**src/rtl/edge_event_arbiter_if.sv**
```systemverilog
// Event handshake between the edge arbiter and its consumer.
// The arbiter drives the master side; the consumer answers with ev_ready.
interface edge_event_arbiter_if #(
   parameter int N   = 4,
   parameter int IDW = $clog2(N)
);
   logic           ev_valid;
   logic [IDW-1:0] ev_id;
   logic           ev_ready;

   modport master (
      output ev_valid,
      output ev_id,
      input  ev_ready
   );

   modport slave (
      input  ev_valid,
      input  ev_id,
      output ev_ready
   );
endinterface

```
**src/rtl/edge_event_arbiter.sv**
```systemverilog
// Synchronizes N asynchronous levels, latches their rising edges as pending
// events and offers them one at a time through a round-robin valid/ready port.
//
//   state | meaning
//   ------+---------------------------------------------------------------
//   IDLE  | no offer outstanding; pick the next pending channel if any
//   OFFER | ev_valid high, ev_id held until the consumer raises ev_ready
module edge_event_arbiter #(
   parameter int N           = 4,
   parameter int SYNC_STAGES = 2
) (
   input  logic                 clk,
   input  logic                 reset,
   input  logic [N-1:0]         level,
   edge_event_arbiter_if.master ev,
   output logic [N-1:0]         pend,
   output logic [N-1:0]         ovf,
   input  logic [N-1:0]         ovf_clr
);
   localparam int IDW = $clog2(N);

   typedef enum logic {
      IDLE  = 1'b0,
      OFFER = 1'b1
   } state_t;

   logic [N-1:0]   sync_q [SYNC_STAGES];
   logic [N-1:0]   delay_q;
   logic [N-1:0]   sync_out;
   logic [N-1:0]   tick;
   logic [N-1:0]   acc;
   logic           ev_valid_w;

   state_t         state_q, state_d;
   logic [IDW-1:0] ev_id_q, ev_id_d;
   logic [IDW-1:0] last_q, last_d;
   logic [IDW-1:0] pick;
   logic           found;
   int             cand_i;

   always_ff @(posedge clk or posedge reset) begin
      if (reset) begin
         for (int s = 0; s < SYNC_STAGES; s++) sync_q[s] <= '0;
         delay_q <= '0;
      end else begin
         sync_q[0] <= level;
         for (int s = 1; s < SYNC_STAGES; s++) sync_q[s] <= sync_q[s-1];
         delay_q <= sync_q[SYNC_STAGES-1];
      end
   end

   assign sync_out   = sync_q[SYNC_STAGES-1];
   assign tick       = sync_out & ~delay_q;
   assign ev_valid_w = (state_q == OFFER);
   assign acc        = (ev_valid_w && ev.ev_ready) ? (N'(1) << ev_id_q) : '0;

   // A tick coinciding with an accept re-arms the flag instead of overflowing.
   always_ff @(posedge clk or posedge reset) begin
      if (reset) begin
         pend <= '0;
         ovf  <= '0;
      end else begin
         pend <= (pend & ~acc) | tick;
         ovf  <= (ovf & ~ovf_clr) | (tick & pend & ~acc);
      end
   end

   always_ff @(posedge clk or posedge reset) begin
      if (reset) begin
         state_q <= IDLE;
         ev_id_q <= '0;
         last_q  <= IDW'(N - 1);
      end else begin
         state_q <= state_d;
         ev_id_q <= ev_id_d;
         last_q  <= last_d;
      end
   end

   // Round-robin search starting one past the last granted channel.
   always_comb begin
      state_d = state_q;
      ev_id_d = ev_id_q;
      last_d  = last_q;
      found   = 1'b0;
      pick    = '0;
      cand_i  = 0;
      for (int k = 1; k <= N; k++) begin
         cand_i = int'(last_q) + k;
         if (cand_i >= N) cand_i = cand_i - N;
         if (!found && pend[IDW'(cand_i)]) begin
            found = 1'b1;
            pick  = IDW'(cand_i);
         end
      end
      case (state_q)
         IDLE: begin
            if (found) begin
               ev_id_d = pick;
               state_d = OFFER;
            end
         end
         OFFER: begin
            if (ev.ev_ready) begin
               last_d  = ev_id_q;
               state_d = IDLE;
            end
         end
         default: state_d = IDLE;
      endcase
   end

   assign ev.ev_valid = ev_valid_w;
   assign ev.ev_id    = ev_id_q;
endmodule

```
**src/flat_wrapper.sv**
```systemverilog
// flat-port wrapper written by rule: the top's interface ports become plain ports
module edge_event_arbiter_flat 
#(
   parameter int N           = 4,
   parameter int SYNC_STAGES = 2
)
  (clk, reset, level, pend, ovf, ovf_clr, ev_ev_valid, ev_ev_id, ev_ev_ready);
  edge_event_arbiter_if #(.N(N)) ev_i ();
  input  logic clk;
  input  logic reset;
  input  logic [N-1:0] level;
  output logic [N-1:0] pend;
  output logic [N-1:0] ovf;
  input  logic [N-1:0] ovf_clr;
  output wire logic [$bits(ev_i.ev_valid)-1:0] ev_ev_valid;
  output wire logic [$bits(ev_i.ev_id)-1:0] ev_ev_id;
  input wire logic [$bits(ev_i.ev_ready)-1:0] ev_ev_ready;
  assign ev_ev_valid = ev_i.ev_valid;
  assign ev_ev_id = ev_i.ev_id;
  assign ev_i.ev_ready = ev_ev_ready;
  edge_event_arbiter #(.N(N), .SYNC_STAGES(SYNC_STAGES)) u_core (.clk(clk), .reset(reset), .level(level), .ev(ev_i), .pend(pend), .ovf(ovf), .ovf_clr(ovf_clr));
endmodule
```
**config.mk**
```make
export PLATFORM = sky130hd
export DESIGN_NAME = edge_event_arbiter_flat
export DESIGN_NICKNAME = d
export VERILOG_FILES = /design/src/rtl/edge_event_arbiter_if.sv /design/src/rtl/edge_event_arbiter.sv /design/src/flat_wrapper.sv
export SDC_FILE = /design/constraint.sdc
export NUM_CORES = 1
export LEC_CHECK = 0
export ABC_AREA = 1
export BUFFER_PORTS_ARGS = -buffer_cell sky130_fd_sc_hd__buf_2
export CAP_MARGIN = 10
export CORE_MARGIN = 1
export CORE_UTILIZATION = 30
export CTS_BUF_LIST = sky130_fd_sc_hd__clkbuf_16
export CTS_CLUSTER_DIAMETER = 40
export DETAILED_ROUTE_END_ITERATION = 7
export HOLD_SLACK_MARGIN = 0.15
export PLACE_DENSITY = 0.54
export SKIP_LAST_GASP = 1
export SLEW_MARGIN = 20
export SYNTH_ARGS = -nofsm -noshare
export SYNTH_HDL_FRONTEND = slang
export SYNTH_SLANG_ARGS = --single-unit
```
**constraint.sdc**
```tcl
create_clock -name clk -period 1.3 [get_ports clk]
set_input_delay 0.065 -clock clk [delete_from_list [all_inputs] [get_ports clk]]
set_output_delay 0.065 -clock clk [all_outputs]
set_load 0.02 [all_outputs]
```
==> reports/qor.yml, run 1 <==
run_status:
  outcome: "finished, violations left"
  violations: "negative setup slack"
floorplanning:
  rows: 21
  die_w_um: 61.7
  ios: 22
  coreArea_um2: 3360
  die_h_um: 61.7
  floorplan.die_area_um2: 3810
  start_util_pct: 31.8
sta:
  period_share_pct: 117
  finalHoldViolations: 0
  rsz0062_at_grt: "yes"
  finalSetupViolCount: 3
  fmax_mhz: 658
  skew_ns: 0.00393
  maxSlewHeadroom_pct: 75.8
  setup_slack_ns: -0.220
  min_period_ns: 1.52
  worst_slew_pin_slew_ns: 0.360
  finalMaxSlewViolations: 0
worst_hold_path:
  hold_path.class: "register to register"
  hold_depth: 0
  worstHoldStart: "u_core.sync_q[5]"
  min_to: "u_core.sync_out[1]"
clocking:
  cts_tree: "built"
  htree_levels: 1
  clk_path_buf_depth: 2
  clk_latency_ns: 0.26
  cts_buffers: 3
  cts_root_buf: "clkbuf_16"
  path_clk_slew_ns: 0.06
  cts_sinks: 25
flow_run:
  cap_viol_max_count: 0
routing:
  avgRoutedWirePerCell_um: 10.0
  vias: 904
  wirelength_um: 2120
  drc: 0
  dr.pass1.iters: 4
  drtIter0Drc: 11
  ant_nets: 0
  via_per_inst: 4.26
synthesis:
  synthCells: 118
  synth.distinct_cells: 18
  yosysTopAreaCell: "dfrtp_1"
  syn_avg_cell_area_um2: 9.07
  yosysSeqAreaShare_pct: 58.7
  syn_nets: 129
  yosys.area.top_type_share_pct: 53.8
  synth_area_leaders: "dfrtp_1 54%, nand2_1 12%, inv_1 6.0%"
  yosysWarnings: 0
  synth_area_um2: 1070
  synth-seq-cells: 25
critical_path:
  cp_common_cell: "nand2_1"
  max_stage_delay_ns: 0.60
  reg2reg_depth: 10
  reg2reg_from: "u_core.last_q[0]"
  ff2ff_setup_slack_ns: -0.22
  cp.required_ns: 1.45
  r2r_end: "u_core.ev.ev_id[0]"
  path_class: "register to register"
  crit_path_end_kind: "register"
  crit_path_max_fanout: 5
  cp_num_buf_inv: 2
  slowest_stage: "dfstp_2"
  worstPathCellList: "buf_4 -> nand2_1 -> nand2_4 -> nand2_2 -> nand2_2 -> inv_1 -> nand2_1 -> nand3_1 -> nand3_1 -> nand2_1"
  cp-start-kind: "register"
  crit_family: "flip-flops"
  crit_arrival_ns: 1.67
global_route:
  grt_max_degree: 26
  grt.total_usage_pct: 13.2
  grt-ovfl-total: 0
  grt_pass1_wl_um: 3630
  grt_pass1_vias: 889
  antenna_found_initial: 0
finish:
  fillCellCount: 347
  nNetsFinal: 178
  fin_util_pct: 46.1
  diodes: 0
  drive_gt1_share_pct: 38.0
  syn2layout_area_growth_pct: 44.9
  regArea_um2: 628
  multi_input_area_um2: 389
place:
  io_buffers: 21
  dp_hpwl_um: 1480
  dp_worst_setup_slack_ns: -0.243
  globalplace.congestion: 0.791
power:
  p_leak_uw: 0.000797
  power_density_nw_per_um2: 2520
  ir_drop_mv: 1.09
[cells in the mapped netlist]
library cell	count
a21oi_1	2
buf_6	1
dfrtp_1	23
dfstp_2	2
inv_1	17
inv_2	2
inv_6	1
nand2_1	34
nand2_2	9
nand3_1	8
nand3_2	1
nor2_1	3
nor2_4	1
o21ai_0	8
o21ai_2	1
o22ai_1	3
o31ai_1	1
o32ai_1	1
[registers in the layout, indices dropped and copies added, names as in the netlist]
name	cells
u_core.sync_out	4
u_core.ev.ev_valid	1
u_core.ev.ev_id	2
u_core.pend	4
u_core.delay_q	4
u_core.ovf	4
u_core.last_q	2
u_core.sync_q	4
[layout by cell type, fill, tap and decap left out, types with 4 or more instances in the layout]
cell	netlist	routed
nand2_2	9	11
dlygate4sd3_1	0	10
inv_1	17	17
buf_2	0	21
nand2_4	0	4
nand2_1	34	28
buf_4	0	14
o21ai_0	8	4
nand3_1	8	8
dfrtp_1	23	23
[through the flow]
step / hold WS, ns / setup TNS [ns] / area, um2 / total power, uW / std cells
2_1_floorplan: 0.0908 / -0.342 / 1080 / 2410 / 118
3_3_place_gp: 0.116 / -0.577 / 1310 / 2960 / 194
3_5_place_dp: 0.127 / -0.655 / 1310 / 2980 / 194
4_1_cts: 0.354 / -0.674 / 1530 / 3810 / 211
5_1_grt: 0.366 / -0.839 / 1550 / 4220 / 212
6_report: 0.349 / -0.569 / 1550 / 3900 / 212
[logic make-up after synthesis]
group | Yosys count | synth area share (%)
and+or+nand+nor | 56 | 24.0
DFF | 25 | 58.7
buffers and inverters | 21 | 8.54
AOI/OAI and AO/OA | 16 | 8.77
[where the power goes]
part / leakage, uW / total [uW] / internal [uW] / switching [uW]
registers: 0.000286 / 1190 / 993 / 198
logic: 0.000475 / 2030 / 830 / 1200
clock network: 0.0000371 / 683 / 417 / 266
[area by class of cell]
cell class | instances | share of cell area [%]
sequential | 25 | 40.5
timing repair buffer | 45 | 20.0
inverter | 20 | 5.33
multi-input combinational | 72 | 25.1
clock buffer | 3 | 4.84
clock inverter | 1 | 0.484
tap | 46 | 3.71
[per-layer routing]
layer	track usage, %	share of wire [%]	vias to the layer above
li1	-	-	471
met1	16.5	47	402
met2	20.7	46	24
met3	2.90	4.0	7
met4	8.89	2.7	0
met5	0	0	-
[timing repair]
action / 4_1_cts / 5_1_grt
pin swaps: 2 / 2
buffers inserted: 3 / 1
setup endpoints to repair: 3 / 5
hold buffers: 10 / 0
gates resized for setup: 3 / 8
endpoints found under the hold margin: 34 / 0
[worst max path at each step]
stage | to | slack [ns] | cells after the start | from
5_1_grt | u_core.ev.ev_id[0] | -0.31 | 10 | u_core.last_q[0]
4_1_cts | u_core.ev.ev_id[0] | -0.25 | 11 | u_core.last_q[0]
3_3_place_gp | u_core.ev.ev_id[0] | -0.22 | 11 | u_core.last_q[0]
6_report | u_core.ev.ev_id[0] | -0.22 | 10 | u_core.last_q[0]
2_1_floorplan | u_core.ev.ev_id[0] | -0.14 | 12 | u_core.last_q[0]
3_5_place_dp | u_core.ev.ev_id[0] | -0.24 | 11 | u_core.last_q[0]
(Power assumes the default switching activity.)
==> inputs of run 2 (changes only) <==
Settings changed: ABC_AREA 1 to not set.
==> reports/qor.yml, run 2 <==
synthesis:
  yosys.area.top_type_share_pct: 62.2
  synthTopCellsByCount: "23 x dfrtp_1, 10 x nand2_1, 6 x inv_1"
  synth-seq-cells: 25
  synth.distinct_cells: 23
  async_flop_share_pct: 100
  syn_nets: 87
  synth-edff-count: 0
  yosysMostFrequentCell: "dfrtp_1"
  synth_area_um2: 925
  yosysSeqAreaShare_pct: 67.9
  syn_avg_cell_area_um2: 12.2
  synth_flop_cell: "dfrtp_1"
  yosysTopAreaCell: "dfrtp_1"
  synthCells: 76
  yosysWarnings: 0
  synth_area_leaders: "dfrtp_1 62%, dfstp_2 5.7%, nand2_1 4.1%"
floorplanning:
  start_util_pct: 32.7
  ios: 22
  die_h_um: 57.5
  rows: 19
  floorplan.die_area_um2: 3310
  die_w_um: 57.5
  coreArea_um2: 2830
power:
  ir_drop_mv: 1.33
  p_leak_uw: 0.000571
  power_density_nw_per_um2: 2060
routing:
  dr.pass1.iters: 6
  drtIter0Drc: 12
  vias: 675
  drc: 1
  wirelength_um: 1580
  via_per_inst: 4.79
  ant_nets: 0
  avgRoutedWirePerCell_um: 11.2
sta:
  period_share_pct: 95.0
  finalSetupViolCount: 0
  setup_slack_ns: 0.0655
  finalHoldViolations: 0
  fmax_mhz: 810
  min_period_ns: 1.23
  holdWs_ns: 0.242
  maxSlewHeadroom_pct: 78.7
  fin_tns_setup_ns: 0
  skew_ns: 0.00122
  worst_slew_pin_slew_ns: 0.317
  finalMaxSlewViolations: 0
  rsz0062_at_grt: "yes"
finish:
  final_common_cell: "dfrtp_1"
  nNetsFinal: 122
  diodes: 0
  final_cell_mix: "22 x dfrtp_1, 21 x buf_2, 10 x nand2_1, 9 x dlygate4sd3_1, 6 x inv_1"
  multi_input_area_um2: 263
  syn2layout_area_growth_pct: 34.5
  fillCellCount: 259
  drive_gt1_share_pct: 29.1
  fin_util_pct: 44.0
  regArea_um2: 629
  instances_no_fill: 141
worst_hold_path:
  hold_depth: 4
  hold_path.class: "input port to register"
  min_to: "u_core.last_q[1]"
  worstHoldStart: "ev_ev_ready"
critical_path:
  r2r_end: "u_core.ev.ev_id[1]"
  crit_arrival_ns: 1.41
  crit_family: "flip-flops"
  ff2ff_setup_slack_ns: 0.07
  crit_path_end_kind: "register"
  crit_path_max_fanout: 8
  path_class: "register to register"
  cp_num_buf_inv: 0
  reg2reg_from: "u_core.last_q[0]"
  worstPathCellList: "mux2i_1 -> a221o_1 -> a31oi_1"
  max_stage_delay_ns: 0.60
  cp.required_ns: 1.48
  reg2reg_depth: 3
  slowest_stage: "dfstp_2"
  cp-start-kind: "register"
clocking:
  clk_path_buf_depth: 2
  cts_tree: "built"
  cts_buffers: 3
  htree_levels: 1
  cts_sinks: 25
  cts_setup_buffers: 0
  cts_root_buf: "clkbuf_16"
  path_clk_slew_ns: 0.06
  clk_latency_ns: 0.25
run_status:
  violations: "design-rule violations"
  outcome: "finished, violations left"
flow_run:
  cap_viol_max_count: 0
place:
  io_buffers: 21
  dp_worst_setup_slack_ns: 0.0411
  place_inst: 128
  globalplace.congestion: 0.775
  dp_hpwl_um: 1100
global_route:
  antenna_found_initial: 0
  grt_max_degree: 26
  grt.total_usage_pct: 10.6
  grt_pass1_vias: 640
  grt-ovfl-total: 0
  grt_pass1_wl_um: 2700
[run 2: cell count changes in the layout (fill, tap and decap cells not counted), moves of 2 or more]
| cell | previous run | this run |
|---|---|---|
| inv_1 | 17 | 6 |
| o21ai_2 | 2 | 0 |
| buf_4 | 14 | 2 |
| nand2b_1 | 0 | 4 |
| nand2_2 | 11 | 0 |
| nand2_4 | 4 | 0 |
| o21ai_1 | 3 | 0 |
| mux2i_1 | 0 | 3 |
| nand3_1 | 8 | 1 |
| nand2_1 | 28 | 10 |
[run 2: metal layers]
layer  up-vias  track usage, %  part of all wire [%]
li1        330               -                     -
met1       321            13.3                    48
met2        22            17.3                    46
met3         2            3.85                   5.6
met4         0            3.14                  0.63
met5         -               0                     0
[run 2: stage by stage]
| stage | area [um2] | total power, uW |
|---|---|---|
| 2_1_floorplan | 926 | 1660 |
| 3_3_place_gp | 1070 | 1860 |
| 3_5_place_dp | 1070 | 1880 |
| 4_1_cts | 1240 | 2580 |
| 5_1_grt | 1240 | 2720 |
| 6_report | 1240 | 2560 |
[run 2: cells by family (layout without fill, tap and decap cells)]
kind of cell	count (synthesis)	after routing	synth area share [%]
XOR/XNOR	1	1	0.947
AND/OR/NAND/NOR	22	22	11.4
multiplexers	4	4	4.47
flip-flops	25	25	67.9
buffers and inverters	8	42	4.19
AO/OA/AOI/OAI	16	16	11.1
[run 2: power breakdown]
| group | internal [uW] | switching, uW | total [uW] | leakage (uW) |
|---|---|---|---|---|
| Sequential | 960 | 210 | 1170 | 0.000284 |
| Clock | 414 | 254 | 667 | 0.0000409 |
| Combinational | 331 | 390 | 721 | 0.000246 |
| Total | 1700 | 853 | 2560 | 0.000571 |
[run 2: repair_timing]
| action | 4_1_cts | 5_1_grt |
|---|---|---|
| resized for setup | 0 | 1 |
| hold endpoints to repair | 33 | 0 |
| setup endpoints to repair | 0 | 3 |
| hold buffers | 9 | 0 |
[run 2: layout make-up]
type                            count  share of cell area (%)
Tap cell                           31                    3.12
Multi-Input combinational cell     43                    21.1
Timing Repair Buffer               32                    16.9
Clock inverter                      1                   0.402
Sequential cell                    25                    50.6
Clock buffer                        3                    6.04
Inverter                            6                    1.81
[run 2: worst min-delay path, cell delays in order]
cell and delay, ns:
buf_2 0.07, nand2_1 0.17, nand2_1 0.11, o21ai_0 0.07
[run 2: worst max-delay path by stage]
stage,from,endpoint,slack [ns],cells past startpoint
finish,u_core.last_q[0],u_core.ev.ev_id[1],0.07,3
global route,u_core.last_q[0],u_core.ev.ev_id[1],-0.02,3
CTS,u_core.last_q[0],u_core.ev.ev_id[1],0.03,3
detailed placement,u_core.last_q[0],u_core.ev.ev_id[1],0.04,3
global placement,u_core.last_q[0],u_core.ev.ev_id[1],0.07,3
floorplan,u_core.last_q[0],u_core.ev.ev_id[1],0.06,4
==> inputs of run 3 (changes only) <==
Settings changed: MAX_ROUTING_LAYER set to met4.
==> reports/qor.yml, run 3 (synthesis results as in run 2) <==
global_route:
  grt_pass1_wl_um: 2710
  grt-ovfl-total: 0
  grt_pass1_vias: 640
  grt.total_usage_pct: 11.0
  antenna_found_initial: 0
  grt_max_degree: 26
power:
  netSwitchingFraction_pct: 33.4
  p_leak_uw: 0.000571
  power_density_nw_per_um2: 2060
  p_sw_uw: 853
  clkPwrFrac_pct: 26.1
  seq_power_share_pct: 45.7
  ir_drop_mv: 1.33
  p_int_uw: 1700
  finalPower_uw: 2560
  power.share.combinational_pct: 28.2
place:
  globalplace.congestion: 0.786
  dp_hpwl_um: 1100
  io_buffers: 21
  dp_worst_setup_slack_ns: 0.0411
  dpl-instance-area_um2: 1070
sta:
  worst_slew_pin_slew_ns: 0.317
  maxSlewHeadroom_pct: 78.7
  min_period_ns: 1.23
  period_share_pct: 95.0
  finalHoldViolations: 0
  setup_slack_ns: 0.0655
  finalMaxSlewViolations: 0
  fmax_mhz: 810
  rsz0062_at_grt: "yes"
  finalSetupViolCount: 0
  skew_ns: 0.00122
flow_run:
  cap_viol_max_count: 0
critical_path:
  worstPathCellList: "mux2i_1 -> a221o_1 -> a31oi_1"
  reg2reg_from: "u_core.last_q[0]"
  crit_path_end_kind: "register"
  cp-start-kind: "register"
  crit_arrival_ns: 1.41
  ff2ff_setup_slack_ns: 0.07
  cp_num_buf_inv: 0
  r2r_end: "u_core.ev.ev_id[1]"
  crit_path_max_fanout: 8
  cp.required_ns: 1.48
  crit_family: "flip-flops"
  reg2reg_depth: 3
  path_class: "register to register"
  max_stage_delay_ns: 0.60
  slowest_stage: "dfstp_2"
floorplanning:
  start_util_pct: 32.7
  die_w_um: 57.5
  rows: 19
  ios: 22
  die_h_um: 57.5
  coreArea_um2: 2830
  floorplan.die_area_um2: 3310
routing:
  ant_nets: 0
  wirelength_um: 1580
  drtIter0Drc: 12
  vias: 675
  dr.pass1.iters: 6
  drc: 1
  via_per_inst: 4.79
  avgRoutedWirePerCell_um: 11.2
clocking:
  cts_sinks: 25
  clk_latency_ns: 0.25
  htree_levels: 1
  cts_root_buf: "clkbuf_16"
  path_clk_slew_ns: 0.06
  cts_tree: "built"
  cts_buffers: 3
  clk_path_buf_depth: 2
finish:
  syn2layout_area_growth_pct: 34.5
  nNetsFinal: 122
  final_common_cell: "dfrtp_1"
  final_cell_mix: "22 x dfrtp_1, 21 x buf_2, 10 x nand2_1, 9 x dlygate4sd3_1, 6 x inv_1"
  drive_gt1_share_pct: 29.1
  diodes: 0
  fin_area_um2: 1240
run_status:
  violations: "design-rule violations"
  outcome: "finished, violations left"
worst_hold_path:
  hold_depth: 4
  hold_path.class: "input port to register"
  min_to: "u_core.last_q[1]"
  worstHoldStart: "ev_ev_ready"
run 3: worst max-delay path by stage:
stage	start	endpoint	slack, ns	cells past startpoint
detailed placement	u_core.last_q[0]	u_core.ev.ev_id[1]	0.04	3
CTS	u_core.last_q[0]	u_core.ev.ev_id[1]	0.03	3
global route	u_core.last_q[0]	u_core.ev.ev_id[1]	-0.02	3
global placement	u_core.last_q[0]	u_core.ev.ev_id[1]	0.07	3
finish	u_core.last_q[0]	u_core.ev.ev_id[1]	0.07	3
floorplan	u_core.last_q[0]	u_core.ev.ev_id[1]	0.06	4
run 3: final cells by class:
| type | count | area (um2) |
|---|---|---|
| Fill cell | 259 | 1590 |
| Sequential cell | 25 | 629 |
| Multi-Input combinational cell | 43 | 263 |
| Timing Repair Buffer | 32 | 210 |
| Clock buffer | 3 | 75.1 |
| Tap cell | 31 | 38.8 |
| Inverter | 6 | 22.5 |
| Clock inverter | 1 | 5.00 |
run 3: per-stage QoR:
stage	utilization [%]	instances	hold WS [ns]	setup TNS (ns)
6_report	44.0	141	0.242	0
5_1_grt	44.0	141	0.317	-0.0285
3_3_place_gp	37.8	128	0.123	0
3_5_place_dp	37.8	128	0.129	0
2_1_floorplan	-	76	0.0908	0
4_1_cts	43.8	141	0.234	0
run 3: routing by layer:
layer | wire length, um | vias up | global-route usage, %
met5 | 0 | - | -
met4 | 10 | 0 | 3.14
met3 | 89 | 2 | 3.85
met2 | 724 | 22 | 17.3
met1 | 759 | 321 | 13.3
li1 | - | 330 | -
run 3: worst register-to-register path, stage by stage (launching register included):
cell     delay [ns]
dfstp_2        0.60
mux2i_1        0.09
a221o_1        0.31
a31oi_1        0.16
run 3: timing repair:
item | 4_1_cts | 5_1_grt
resized for setup | 0 | 1
buffers inserted | 0 | 0
hold endpoints to repair | 33 | 0
setup endpoints to repair | 0 | 3
hold buffers | 9 | 0
run 3: power groups by stage:
stage	Combinational, uW	Sequential [uW]	Clock (uW)
2_1_floorplan	423	1240	0
3_3_place_gp	690	1170	0
3_5_place_dp	701	1180	0
4_1_cts	724	1170	689
5_1_grt	800	1200	718
6_report	721	1170	667
